## config.mk

```make
export PLATFORM = sky130hd
export DESIGN_NAME = load_ins_issuer
export DESIGN_NICKNAME = d
export VERILOG_FILES = /design/src/rtl/load_ins_pkg.sv /design/src/rtl/ins_fifo.sv /design/src/rtl/load_ins_issuer.sv
export SDC_FILE = /design/constraint.sdc
export NUM_CORES = 1
export LEC_CHECK = 0
export ABC_CLOCK_PERIOD_IN_PS = 6000
export BUFFER_PORTS_ARGS = -buffer_cell sky130_fd_sc_hd__buf_2
export CAP_MARGIN = 20
export CORE_ASPECT_RATIO = 0.7
export CORE_MARGIN = 8
export CORE_UTILIZATION = 40
export CTS_CLUSTER_SIZE = 30
export DETAILED_ROUTE_END_ITERATION = 6
export PLACE_DENSITY = 0.56
export SLEW_MARGIN = 20
export SYNTH_ARGS = -nofsm -noshare
export SYNTH_HDL_FRONTEND = slang
export SYNTH_SLANG_ARGS = --single-unit
export TNS_END_PERCENT = 5
```

## constraint.sdc

```tcl
create_clock -name clk -period 6 [get_ports clk]
set_clock_uncertainty 0.1 [all_clocks]
set_input_delay 0.6 -clock clk [delete_from_list [all_inputs] [get_ports clk]]
set_output_delay 0.6 -clock clk [all_outputs]
set_load 0.05 [all_outputs]
```

## src/rtl/load_ins_pkg.sv

```systemverilog
// Shared definitions for the LOAD instruction channel: field layout of the
// 96-bit instruction word, the packing helper and the issuer FSM states.
// The decoder imports the same offsets so both sides agree on the format.
package load_ins_pkg;

    localparam int LOAD_INS_LEN = 96;

    localparam int BANK_ADDR_LSB  = 0;
    localparam int BANK_ADDR_W    = 12;
    localparam int BANK_ID_LSB    = 12;
    localparam int BANK_ID_W      = 8;
    localparam int TOTAL_SIZE_LSB = 34;
    localparam int TOTAL_SIZE_W   = 16;
    localparam int LINE_SIZE_LSB  = 50;
    localparam int LINE_SIZE_W    = 12;
    localparam int DDR_ADDR_LSB   = 64;
    localparam int DDR_ADDR_W     = 32;

    typedef enum logic [1:0] {
        ST_IDLE,
        ST_ISSUE,
        ST_WAIT_DONE,
        ST_ACK
    } issuer_state_e;

    // Build the instruction word; bits not owned by a field stay zero.
    function automatic logic [LOAD_INS_LEN-1:0] pack_load_ins(
        input logic [BANK_ID_W-1:0]    bank_id,
        input logic [BANK_ADDR_W-1:0]  bank_addr,
        input logic [LINE_SIZE_W-1:0]  line_size,
        input logic [TOTAL_SIZE_W-1:0] total_size,
        input logic [DDR_ADDR_W-1:0]   ddr_addr
    );
        logic [LOAD_INS_LEN-1:0] word;
        word = '0;
        word[BANK_ADDR_LSB  +: BANK_ADDR_W]  = bank_addr;
        word[BANK_ID_LSB    +: BANK_ID_W]    = bank_id;
        word[TOTAL_SIZE_LSB +: TOTAL_SIZE_W] = total_size;
        word[LINE_SIZE_LSB  +: LINE_SIZE_W]  = line_size;
        word[DDR_ADDR_LSB   +: DDR_ADDR_W]   = ddr_addr;
        return word;
    endfunction

endpackage

```

## src/rtl/ins_fifo.sv

```systemverilog
// Synchronous FIFO with full/empty/count. The head entry is always visible
// on head, so a pop and the use of its data happen in the same cycle.
module ins_fifo #(
    parameter int WIDTH = 96,
    parameter int DEPTH = 4
) (
    input  logic                       clk,
    input  logic                       rst,
    input  logic                       push,
    input  logic [WIDTH-1:0]           push_data,
    input  logic                       pop,
    output logic [WIDTH-1:0]           head,
    output logic                       full,
    output logic                       empty,
    output logic [$clog2(DEPTH):0]     count
);

    localparam int AW = $clog2(DEPTH);
    localparam int CW = AW + 1;

    logic [WIDTH-1:0] mem [DEPTH];
    logic [AW-1:0]    wr_ptr;
    logic [AW-1:0]    rd_ptr;
    logic             do_push;
    logic             do_pop;

    assign full    = (count == CW'(DEPTH));
    assign empty   = (count == '0);
    assign do_push = push && !full;
    assign do_pop  = pop && !empty;
    assign head    = mem[rd_ptr];

    // Pointer and occupancy bookkeeping; pointers wrap at the power-of-two depth.
    // NOTE: sequential state uses <= so every flop samples pre-edge values.
    always_ff @(posedge clk or negedge rst) begin
        if (!rst) begin
            wr_ptr <= '0;
            rd_ptr <= '0;
            count  <= '0;
        end else begin
            if (do_push) wr_ptr <= wr_ptr + AW'(1);
            if (do_pop)  rd_ptr <= rd_ptr + AW'(1);
            unique case ({do_push, do_pop})
                2'b10:   count <= count + CW'(1);
                2'b01:   count <= count - CW'(1);
                default: count <= count;
            endcase
        end
    end

    // Storage write port.
    // NOTE: the array has no reset; count/pointers alone decide what is valid.
    always_ff @(posedge clk) begin
        if (do_push) mem[wr_ptr] <= push_data;
    end

endmodule

```

## src/rtl/load_ins_issuer.sv

```systemverilog
// LOAD instruction transmitter: packs field-level requests, drops back-to-back
// duplicates, buffers words in a FIFO and issues them one at a time with a
// valid/ready handshake followed by a done/ack exchange.
module load_ins_issuer
    import load_ins_pkg::*;
#(
    parameter int FIFO_DEPTH = 4,
    parameter int CNT_W      = 16
) (
    input  logic                    clk,
    input  logic                    rst,
    input  logic                    req_valid,
    output logic                    req_ready,
    input  logic [7:0]              req_bank_id,
    input  logic [11:0]             req_bank_addr,
    input  logic [11:0]             req_line_size,
    input  logic [15:0]             req_total_size,
    input  logic [31:0]             req_ddr_addr,
    output logic [LOAD_INS_LEN-1:0] ins_data,
    output logic                    ins_valid,
    input  logic                    ins_ready,
    input  logic                    ins_done,
    output logic                    ins_done_ack,
    output logic                    dup_drop,
    output logic                    busy,
    output logic [CNT_W-1:0]        issued_cnt
);

    localparam int CW = $clog2(FIFO_DEPTH) + 1;

    issuer_state_e           state;
    issuer_state_e           state_nxt;
    logic [LOAD_INS_LEN-1:0] req_word;
    logic [LOAD_INS_LEN-1:0] last_word;
    logic                    last_valid;
    logic                    req_fire;
    logic                    is_dup;
    logic                    fifo_push;
    logic                    fifo_pop;
    logic [LOAD_INS_LEN-1:0] fifo_head;
    logic                    fifo_full;
    logic                    fifo_empty;
    logic [CW-1:0]           fifo_count;
    logic                    cnt_inc;

    assign req_word  = pack_load_ins(req_bank_id, req_bank_addr, req_line_size,
                                     req_total_size, req_ddr_addr);
    // Full blocks new requests even in a cycle where the FSM pops.
    assign req_ready = (fifo_count < CW'(FIFO_DEPTH));
    assign req_fire  = req_valid && req_ready;
    assign is_dup    = last_valid && (req_word == last_word);
    assign fifo_push = req_fire && !is_dup;
    assign busy      = (fifo_count != '0) || (state != ST_IDLE);

    ins_fifo #(
        .WIDTH (LOAD_INS_LEN),
        .DEPTH (FIFO_DEPTH)
    ) u_fifo (
        .clk       (clk),
        .rst       (rst),
        .push      (fifo_push),
        .push_data (req_word),
        .pop       (fifo_pop),
        .head      (fifo_head),
        .full      (fifo_full),
        .empty     (fifo_empty),
        .count     (fifo_count)
    );

    // Remember the last accepted word and flag a dropped duplicate one cycle later.
    always_ff @(posedge clk or negedge rst) begin
        if (!rst) begin
            last_word  <= '0;
            last_valid <= 1'b0;
            dup_drop   <= 1'b0;
        end else begin
            dup_drop <= req_fire && is_dup && !fifo_full;
            if (req_fire) begin
                last_word  <= req_word;
                last_valid <= 1'b1;
            end
        end
    end

    // Issue FSM next-state and handshake outputs.
    always_comb begin
        // NOTE: defaults first so no path through the case infers a latch.
        state_nxt    = state;
        fifo_pop     = 1'b0;
        cnt_inc      = 1'b0;
        ins_valid    = 1'b0;
        ins_done_ack = 1'b0;
        unique case (state)
            ST_IDLE: begin
                if (!fifo_empty) begin
                    fifo_pop  = 1'b1;
                    state_nxt = ST_ISSUE;
                end
            end
            ST_ISSUE: begin
                ins_valid = 1'b1;
                if (ins_ready) begin
                    cnt_inc   = 1'b1;
                    state_nxt = ST_WAIT_DONE;
                end
            end
            ST_WAIT_DONE: begin
                if (ins_done) state_nxt = ST_ACK;
            end
            ST_ACK: begin
                ins_done_ack = 1'b1;
                state_nxt    = ST_IDLE;
            end
            default: state_nxt = ST_IDLE;
        endcase
    end

    // FSM state register.
    always_ff @(posedge clk or negedge rst) begin
        if (!rst) state <= ST_IDLE;
        else      state <= state_nxt;
    end

    // Instruction register: loaded only on pop, so it holds steady through ISSUE.
    always_ff @(posedge clk or negedge rst) begin
        if (!rst)          ins_data <= '0;
        else if (fifo_pop) ins_data <= fifo_head;
    end

    // Completed-handshake counter, wrapping at its width.
    always_ff @(posedge clk or negedge rst) begin
        if (!rst)         issued_cnt <= '0;
        else if (cnt_inc) issued_cnt <= issued_cnt + CNT_W'(1);
    end

endmodule

```

# Yosys cells after proc, flatten, opt, wreduce, memory -nomap -nowiden
# Memory sizes are Yosys's and may differ from the RTL's. A register that Yosys moved wholly into a read port is not among the register bits.
# Index checks and enable logic that the tools add are counted.
# W data, S select, Z words.
[word_totals]
regBits = 203
latch_bits = 0
ramBits = 320
romBits = 0
in_bits = 85
n_memories = 1
[classes]
n_addsub = 5
n_mul = 0
n_div = 0
order_cmp = 1
eq_ne = 10
n_shift = 0
muxes = 13
bitwise = 0
reduce_logical = 18
[mem_list]
columns = ["name", "depth", "width", "read_ports", "rd_clocked_by_memory_dff", "write_ports", "line_no", "source"]
rows = [
  ["u_fifo.mem", 4, 80, 1, 1, 1, "ins_fifo.sv:21", "logic [WIDTH-1:0] mem [DEPTH];"],
]
[ops]
columns = ["operator", "count"]
rows = [
  ["$eq A80 B80 Y1", 1],
  ["$add A16 B1 Y16 const B", 1],
  ["$mux W1", 8],
  ["$pmux W2 S4", 1],
  ["$logic_and A1 B1 Y1", 7],
  ["$eq A2 B2 Y1 const B", 3],
  ["$mux W2", 3],
  ["$ne A2 B2 Y1 const B", 3],
  ["$pmux W3 S2", 1],
  ["$add A2 B1 Y2 const B", 2],
  ["$eq A2 B1 Y1 const B", 2],
  ["$logic_not A1 Y1", 4],
  ["$reduce_bool A2 Y1", 2],
  ["$add A3 B1 Y3 const B", 1],
  ["$eq A3 B3 Y1 const B", 1],
  ["$logic_not A3 Y1", 1],
  ["$lt A3 B3 Y1 const B", 1],
  ["$reduce_and A3 Y1", 1],
  ["$reduce_bool A3 Y1", 1],
  ["$sub A3 B1 Y3 const B", 1],
  ["$logic_not A2 Y1", 1],
  ["$logic_or A1 B1 Y1", 1],
]

# Longest topological paths before layout
# Gate-level depths: netlist (run 1).
[logic_depth]
depth_word = 7
ltp_mapped = 13

# Cells and area by module
# A second synthesis (run 1) with hierarchy kept.
[hier_totals]
cells_unflattened = 1151
hier_area_um2 = 22664.2
[by_module_without_submodules]
columns = ["module", "instances", "cells_each", "area_each_um2", "seq_area_each_um2"]
rows = [
  ["ins_fifo", 1, 539, 14251.2, 11706.2],
  ["load_ins_issuer", 1, 612, 8413.1, 4904.7],
]

# Worst setup path before layout (run 1)
# No wires, ideal clock.
[synth_path]
kind = "in2reg"
startpoint = "in req_ddr_addr[0]"
endpoint = "mem u_fifo.mem[0][0] in the netlist's numbering (enable)"
setup_time_ps = 447
arrival_time_ps = 3296
required_time_ps = 5453
path_slack_ps = 2157
stages = 7
path_cell_list = "nor2b_1 -> a2111o_1 -> a2111o_1 -> nor4_2 -> and4b_1 -> a21oi_2 -> and2_1"
[synth_between]
elab_chain_cells = 7
[synth_lines]
columns = ["element", "line_no", "source"]
rows = [
  ["start: declaration", "load_ins_issuer.sv:18", "input logic [31:0] req_ddr_addr,"],
  ["$eq A80 B80 Y1", "load_ins_issuer.sv:51", "assign is_dup = last_valid && (req_word == last_word);"],
  ["$logic_and A1 B1 Y1", "load_ins_issuer.sv:51", ""],
  ["$logic_not A1 Y1", "load_ins_issuer.sv:52", "assign fifo_push = req_fire && !is_dup;"],
  ["$logic_and A1 B1 Y1", "load_ins_issuer.sv:52", ""],
  ["$logic_and A1 B1 Y1", "ins_fifo.sv:29", "assign do_push = push && !full;"],
  ["$mux W1", "ins_fifo.sv:54", "if (do_push) mem[wr_ptr] <= push_data;"],
  ["$mux W1 (implied by the code)", "ins_fifo.sv:54", ""],
  ["end: declaration", "ins_fifo.sv:21", ""],
]
# No other way between the ends.

# Final worst setup path (run 1)
[layout_path]
startpoint = "reg last_word[52]"
endpoint = "reg u_fifo.count[2]"
[layout_between]
elab_chain_cells = 7
elab_cells_between_ends = 9
cone_classes = "3 x eq/ne; 1 x mux; 5 x reduce/logical"
[layout_lines]
columns = ["element", "line_no", "source"]
rows = [
  ["start: declaration", "load_ins_issuer.sv:34", "logic [LOAD_INS_LEN-1:0] last_word;"],
  ["start signal: assignment", "load_ins_issuer.sv:79", "last_word <= req_word;"],
  ["$eq A80 B80 Y1 *", "load_ins_issuer.sv:51", ""],
  ["$logic_and A1 B1 Y1 *", "load_ins_issuer.sv:51", ""],
  ["$logic_not A1 Y1 *", "load_ins_issuer.sv:52", ""],
  ["$logic_and A1 B1 Y1 *", "load_ins_issuer.sv:52", ""],
  ["$logic_and A1 B1 Y1 *", "ins_fifo.sv:29", ""],
  ["$eq A2 B1 Y1 or $eq A2 B2 Y1 (tied branches)", "ins_fifo.sv:43", "unique case ({do_push, do_pop})"],
  ["$pmux W3 S2 or $reduce_bool A2 Y1 (tied branches)", "n/a", ""],
  ["end signal: assignment", "ins_fifo.sv:44", "2'b10: count <= count + CW'(1);"],
  ["end signal: assignment", "ins_fifo.sv:45", "2'b01: count <= count - CW'(1);"],
  ["end signal: assignment", "ins_fifo.sv:46", "default: count <= count;"],
  ["end: declaration", "ins_fifo.sv:15", "output logic [$clog2(DEPTH):0] count"],
]
# Mark *: on every way between the ends. The rest lies on a longest branch, timed or not.
# A chain may end at the register's enable or synchronous reset.

==> results of run 1 <==
==> metal layers <==
layer / track usage, % / part of all wire [%]
met5: 0 / 0.17
met4: 3.19 / 1.3
met1: 22.4 / 46
met2: 24.2 / 47
met3: 4.02 / 5.6
==> worst max-delay path by stage <==
| stage | slack (ns) | end | cells past startpoint |
|---|---|---|---|
| after floorplan | 2.16 | u_fifo.mem[0][0] | 7 |
| after global placement | 2.06 | u_fifo.mem[2][63] | 9 |
| after detailed placement | 2.02 | u_fifo.mem[3][63] | 9 |
| after CTS | 2.41 | u_fifo.mem[3][74] | 8 |
| after global routing | 2.06 | u_fifo.count[2] | 13 |
| final | 2.43 | u_fifo.count[2] | 13 |
==> worst max-delay path: stages, from the launching register on <==
cell     delay (ns)
dfrtp_1        0.39
xor2_1         0.20
nor4_1         0.80
nand4_1        0.19
nor4_1         0.24
and4b_1        0.30
a21oi_2        0.14
inv_1          0.11
ha_1           0.18
inv_1          0.06
fa_1           0.37
xor2_1         0.15
nor2_1         0.13
xnor2_1        0.13
==> cell type report <==
class | count | area share, %
sequential | 507 | 61.4
multi-input combinational | 466 | 22.0
clock buffer | 73 | 6.55
timing repair buffer | 200 | 4.82
tap | 665 | 3.57
clock inverter | 21 | 1.04
inverter | 37 | 0.597
==> registers in the layout, indices dropped and copies added (netlist names) <==
register	flops
u_fifo.wr_ptr	2
dup_drop	1
state	2
last_word	80
ins_data	80
u_fifo.count	3
u_fifo.rd_ptr	2
issued_cnt	16
u_fifo.mem	320
last_valid	1
==> power by group <==
| part | internal, mW | switching (mW) | total [mW] |
|---|---|---|---|
| Combinational | 1.71 | 2.63 | 4.34 |
| Sequential | 4.66 | 0.516 | 5.17 |
| Clock | 1.98 | 1.31 | 3.30 |
| Total | 8.35 | 4.46 | 12.8 |
==> metrics by stage <==
| step | worst slack [ns] | std cells | hold WS (ns) | util [%] | total power, mW |
|---|---|---|---|---|---|
| final | 2.43 | 1969 | 0.175 | 47.5 | 12.8 |
| after global routing | 2.06 | 1969 | 0.156 | 47.5 | 13.5 |
| after CTS | 2.41 | 1966 | 0.132 | 47.3 | 13.0 |
| after detailed placement | 2.02 | 1871 | 0.362 | 43.7 | 9.67 |
| after global placement | 2.06 | 1871 | 0.355 | 43.7 | 9.59 |
| after floorplan | 2.16 | 1064 | 0.204 | - | 8.41 |
==> kinds of logic (layout without fill, tap and decap cells) <==
logic type / after synthesis / in the layout
other: 1 / 16
DFF: 507 / 507
AOI/OAI and AO/OA: 47 / 47
and+or+nand+nor: 92 / 92
xor gates and xnor gates: 74 / 74
adders and majority gates: 12 / 12
muxes: 225 / 225
buffers and inverters: 91 / 331
==> cell usage in the layout (no fill, tap or decap), drive strengths merged, types with 2 or more instances in the layout <==
| master | synthesis | layout |
|---|---|---|
| a2111o | 2 | 2 |
| a21oi | 3 | 3 |
| a221o | 2 | 2 |
| a22o | 2 | 2 |
| and2 | 4 | 4 |
| and3 | 3 | 3 |
| buf | 31 | 198 |
| bufinv | 0 | 5 |
| clkbuf | 23 | 74 |
| clkinv | 0 | 14 |
| conb | 1 | 16 |
| dfrtp | 187 | 187 |
| edfxtp | 320 | 320 |
| ha | 11 | 11 |
| inv | 37 | 38 |
| mux2 | 145 | 145 |
| mux4 | 80 | 80 |
| nand2 | 33 | 33 |
| nand2b | 3 | 3 |
| nand3 | 7 | 7 |
| nand4 | 9 | 9 |
| nor2 | 7 | 7 |
| nor2b | 8 | 8 |
| nor3 | 3 | 3 |
| nor4 | 12 | 12 |
| o21ai | 19 | 19 |
| o22ai | 8 | 8 |
| o2bb2ai | 5 | 5 |
| xnor2 | 37 | 37 |
| xor2 | 37 | 37 |
==> impl_metrics.tcl, run 1 <==
set metrics [dict create \
    hold_depth 1 \
    r2r_end "u_fifo.count[2]" \
    antennaDiodeCount 0 \
    synthCells 1049 \
    final_max_slew_viol_count 0 \
    yosys_warnings 0 \
    synthAdderAreaFrac_pct 0.798 \
    cts_buffers 50 \
    synth_top_cells_by_count "edfxtp_1 (320), dfrtp_1 (187), mux2_2 (144)" \
    setup_violations 0 \
    worstSetupPathType "flop to flop" \
    status "completed" \
    drt-initial-drc-count 626 \
    synth.cell_area_um2 19700 \
    synth_top_family_by_area "multiplexers" \
    crit_start "last_word[52]" \
    synth_compound_area_share_pct 1.63 \
    irDropWorstVdd_mv 0.329 \
    fin_crit_sh_pct 59.4 \
    power_leakage_nw 8.74 \
    nFillCells 4189 \
    ctsHoldBuffers 1 \
    routed_via_density 4.98 \
    dieArea_um2 56800 \
    io_buffers 185 \
    max_freq_mhz 280 \
    arrival_ns 3.96 \
    ant_nets 0 \
    fin_setup_tns_ns 0 \
    wl_per_cell_um 22.6 \
    crit_path_max_fanout 7 \
    worstMarginPinSlew_ns 1.09 \
    gp_congestion 0.832 \
    area_growth_pct 17.9 \
    start_kind "flop" \
    grt_pass1_vias 10400 \
    ys_seq_area_share_pct 72.4 \
    clock-sinks 507 \
    rr_worst_depth 13 \
    drive_gt1_share_pct 39.6 \
    dr.pass1.iters 6 \
    avgSynthCellArea_um2 18.8 \
    drt-total-wl_mm 44.5 \
    period_needed_ns 3.57 \
    die_h_um 202 \
    yosysTopAreaCell "edfxtp_1" \
    hold_path_class "input port to flop" \
    multi_input_area_um2 5130 \
    ctsLongestPathBuffers 3 \
    synth_flop_cell "edfxtp_1" \
    dp_hpwl_mm 29.3 \
    synth_most_common_cell "edfxtp_1" \
    ys_ff_latch 507 \
    synthXorXnorAreaFrac_pct 3.28 \
    rrSetupSlack_ns 2.43 \
    cts_setup_buffers 0 \
    grt_usage_pct 15.7 \
    drcViolationCount 0 \
    clk_pin_slew_ns 0.06 \
    synth-edff-count 320 \
    antenna_found_initial 6 \
    grt_first_pass_wirelength_mm 67.5 \
    placed_area_um2 21400 \
    synthMuxAreaShare_pct 17.4 \
    ctsResizeCount 0 \
    yosysTopAreaCellShare_pct 48.7 \
    synth_cell_types 43 \
    synth_simple_gate_area_share_pct 2.41 \
    cts_root_buf "clkbuf_16" \
    hold_start "req_bank_addr[5]" \
    async_flop_share_pct 36.9 \
    initial_utilization_pct 40.3 \
    hold_end "u_fifo.mem[3][5]" \
    fin_nets 1359 \
    routed-via-count 9811 \
    core_area_um2 49000 \
    htreeDepth 2 \
    final_area_um2 23300 \
    crit_required_ns 6.39 \
    reg2reg_from "last_word[52]" \
    boundaryPins 202 \
    critPathCaptureType "flop" \
    drv_cap 0 \
    overflow 0 \
    p_per_area_nw_per_um2 550 \
    synth_area_leaders "edfxtp_1 (49%), dfrtp_1 (24%), mux4_2 (9.1%), mux2_2 (8.2%), xnor2_1 (1.6%)" \
    maxSlewHeadroom_pct 27.4 \
    grt_setup_unrepaired "false" \
    num_rows 68 \
    cts_tree "yes" \
    grt_max_degree 125 \
    clock_latency_ns 0.57 \
    die_w_um 282 \
    hold_violations 0 \
    ff_latch_area_um2 14300 \
]
No activity file was read; power rests on OpenSTA's default activity.
==> run 2, diff against run 1 <==
ABC_AREA = 1   (was not set)
ABC_CLOCK_PERIOD_IN_PS = 2900   (was 6000)
PLACE_DENSITY = 0.58   (was 0.56)
clock period = 2.9 ns   (was 6 ns; I/O delays follow)
==> impl_metrics.tcl, run 2 <==
set metrics [dict create \
    status "completed" \
    wl_per_cell_um 18.1 \
    critPathSlowestCell "dlygate4sd3_1" \
    largest_reg_flops 320 \
    hold_path_class "input port to flop" \
    p_total_mw 26.4 \
    hold_ws_ns 0.0653 \
    synth_cell_types 33 \
    io_buffers 185 \
    power_leakage_nw 10.1 \
    reg.largest.list "u_fifo.mem x320, ins_data x80, last_word x80" \
    grt_usage_pct 17.8 \
    clock-sinks 507 \
    drive_gt1_share_pct 13.7 \
    final_cell_mix "nor2_1 (459), edfxtp_1 (320), nand2_1 (310)" \
    dp_cells 2737 \
    grt_first_pass_wirelength_mm 82.1 \
    yosys_warnings 0 \
    fin_crit_sh_pct 94.3 \
    fin_setup_tns_ns 0 \
    dieArea_um2 59100 \
    critPathCaptureType "flop" \
    synth_most_common_cell "nor2_1" \
    cts_tree "yes" \
    synth_flop_cell "edfxtp_1" \
    gp_congestion 0.795 \
    multi_input_area_um2 5360 \
    crit_required_ns 3.25 \
    ctsLongestPathBuffers 3 \
    dr.pass1.iters 5 \
    post-place-ws_ns 0.133 \
    overflow 0 \
    crit_path_max_fanout 5 \
    synthCells 1939 \
    final_common_cell "nor2_1" \
    routed-via-count 14200 \
    grt_max_degree 162 \
    grt_pass1_vias 13800 \
    die_h_um 206 \
    cts_buffers 51 \
    drt-total-wl_mm 52.9 \
    antennaDiodeCount 0 \
    synth.cell_area_um2 20600 \
    fin_cells 2915 \
    worstMarginPinSlew_ns 0.850 \
    ant_nets 0 \
    boundaryPins 202 \
    worstSetupPathType "input port to flop" \
    start_kind "input port" \
    clk_pin_slew_ns 0.06 \
    area_growth_pct 20.2 \
    synth-edff-count 320 \
    hold_violations 0 \
    maxSlewHeadroom_pct 43.3 \
    routed_via_density 4.87 \
    ys_seq_area_share_pct 69.4 \
    drv_cap 0 \
    irDropWorstVdd_mv 0.788 \
    max_freq_mhz 366 \
    cts_root_buf "clkbuf_16" \
    critPathMaxStageDelay_ns 0.55 \
    dp_hpwl_mm 32.8 \
    core_area_um2 50900 \
    setup_violations 0 \
    ff_latch_area_um2 14300 \
    htreeDepth 2 \
    synth_top_cells_by_count "nor2_1 (463), edfxtp_1 (320), nand2_1 (313)" \
    fin_nets 2297 \
    arrival_ns 3.09 \
    num_rows 69 \
    avgSynthCellArea_um2 10.6 \
    antenna_found_initial 0 \
    die_w_um 287 \
    clock_latency_ns 0.59 \
    yosysTopAreaCellShare_pct 46.6 \
    drt-initial-drc-count 1050 \
    async_flop_share_pct 36.9 \
    worstPathCellList "dlygate4sd3_1, buf_2, inv_1, nand2_2, nand2_1, nor2_1, nand2_1, nor2_1, nand2_1, nor2_1, nand3_2, nand2_2, ha_1, inv_1, fa_1, a21oi_1, o21ai_0, xor2_1" \
    max_flop_register "u_fifo.mem" \
    final_max_slew_viol_count 0 \
    drcViolationCount 0 \
    nFillCells 4554 \
    yosysTopAreaCell "edfxtp_1" \
    period_needed_ns 2.74 \
    setup_ws_ns 0.165 \
    synth_area_leaders "edfxtp_1 (47%), dfrtp_1 (23%), nor2_1 (8.4%), o21ai_0 (6.1%), nand2_1 (5.7%)" \
    ys_ff_latch 507 \
    p_per_area_nw_per_um2 1070 \
    initial_utilization_pct 40.5 \
]
run 2: changes by cell type after synthesis, sizes merged, moves of 7 or more:
cell	change
a31oi	+80
nor2b	-8
xor2	-26
inv	+114
mux2	-145
nor2	+459
xnor2	-24
nor4	-12
mux4	-80
o21ai	+235
nand2	+284
clkbuf	+28
buf	+21
nand4	-7
run 2: worst paths after layout:
path / start / to / slack [ns] / cells after the start
max in group asynchronous: rst / issued_cnt[4] / 1.71 / 3
worst min register to register: last_valid / last_valid / 0.38 / 1
worst max register to register: last_word[95] / u_fifo.count[2] / 0.27 / 13
min in group asynchronous: rst / ins_data[84] / 0.20 / 2
worst min-delay path: ins_done / state[1] / 0.07 / 4
worst max-delay path: req_ddr_addr[5] / u_fifo.count[2] / 0.16 / 18
run 2: through the flow:
stage / cell area, um^2 / util, %
after floorplan: 20700 / -
after global placement: 22400 / 44.0
after detailed placement: 22400 / 44.0
after CTS: 24700 / 48.6
after global routing: 24800 / 48.7
final: 24800 / 48.7
run 2: report_power, final:
group          switching [mW]  leakage, nW  total (mW)  internal (mW)
clock network            2.72        0.747        6.16           3.45
logic                    7.02         4.24        9.67           2.65
registers               0.941         5.12        10.5           9.60
run 2: area by class of cell:
| cell class | count | share of cell area (%) |
|---|---|---|
| multi-input cells | 1193 | 21.7 |
| well taps | 674 | 3.41 |
| clock buffers | 75 | 5.68 |
| repair buffers | 296 | 8.69 |
| flip-flops and latches | 507 | 57.7 |
| clock inverters | 19 | 0.505 |
| inverters | 151 | 2.32 |
run 2: critical path: cells and delay by family:
kind                     cells  cell delay (ns)
AND/OR/NAND/NOR              9             0.95
buffers and inverters        4             0.89
adder cells (fa/ha/maj)      2             0.52
AO/OA/AOI/OAI                2             0.29
XOR/XNOR                     1             0.15
run 2: repair_timing:
item	in CTS	in global routing
endpoints found under the hold margin	455	0
hold buffers	82	0
setup endpoints to repair	0	1
setup buffers	0	2
gates resized for setup	0	3
run 2: routing by layer:
layer | vias up | routed length (um) | GRT usage (%)
met5 | - | 0 | 0
li1 | 6912 | - | -
met4 | 0 | 747 | 3.91
met1 | 6862 | 24900 | 26.1
met2 | 365 | 24000 | 27.5
met3 | 56 | 3220 | 3.14
run 2: cell families (layout without fill, tap and decap cells):
group / count (synthesis) / after routing / share of synthesized area, %
DFF: 507 / 507 / 69.4
xor gates and xnor gates: 24 / 24 / 1.02
buffers and inverters: 254 / 541 / 5.10
AOI/OAI and AO/OA: 341 / 341 / 8.81
and+or+nand+nor: 800 / 800 / 14.9
adders and majority gates: 12 / 12 / 0.765
other: 1 / 16 / 0.0182
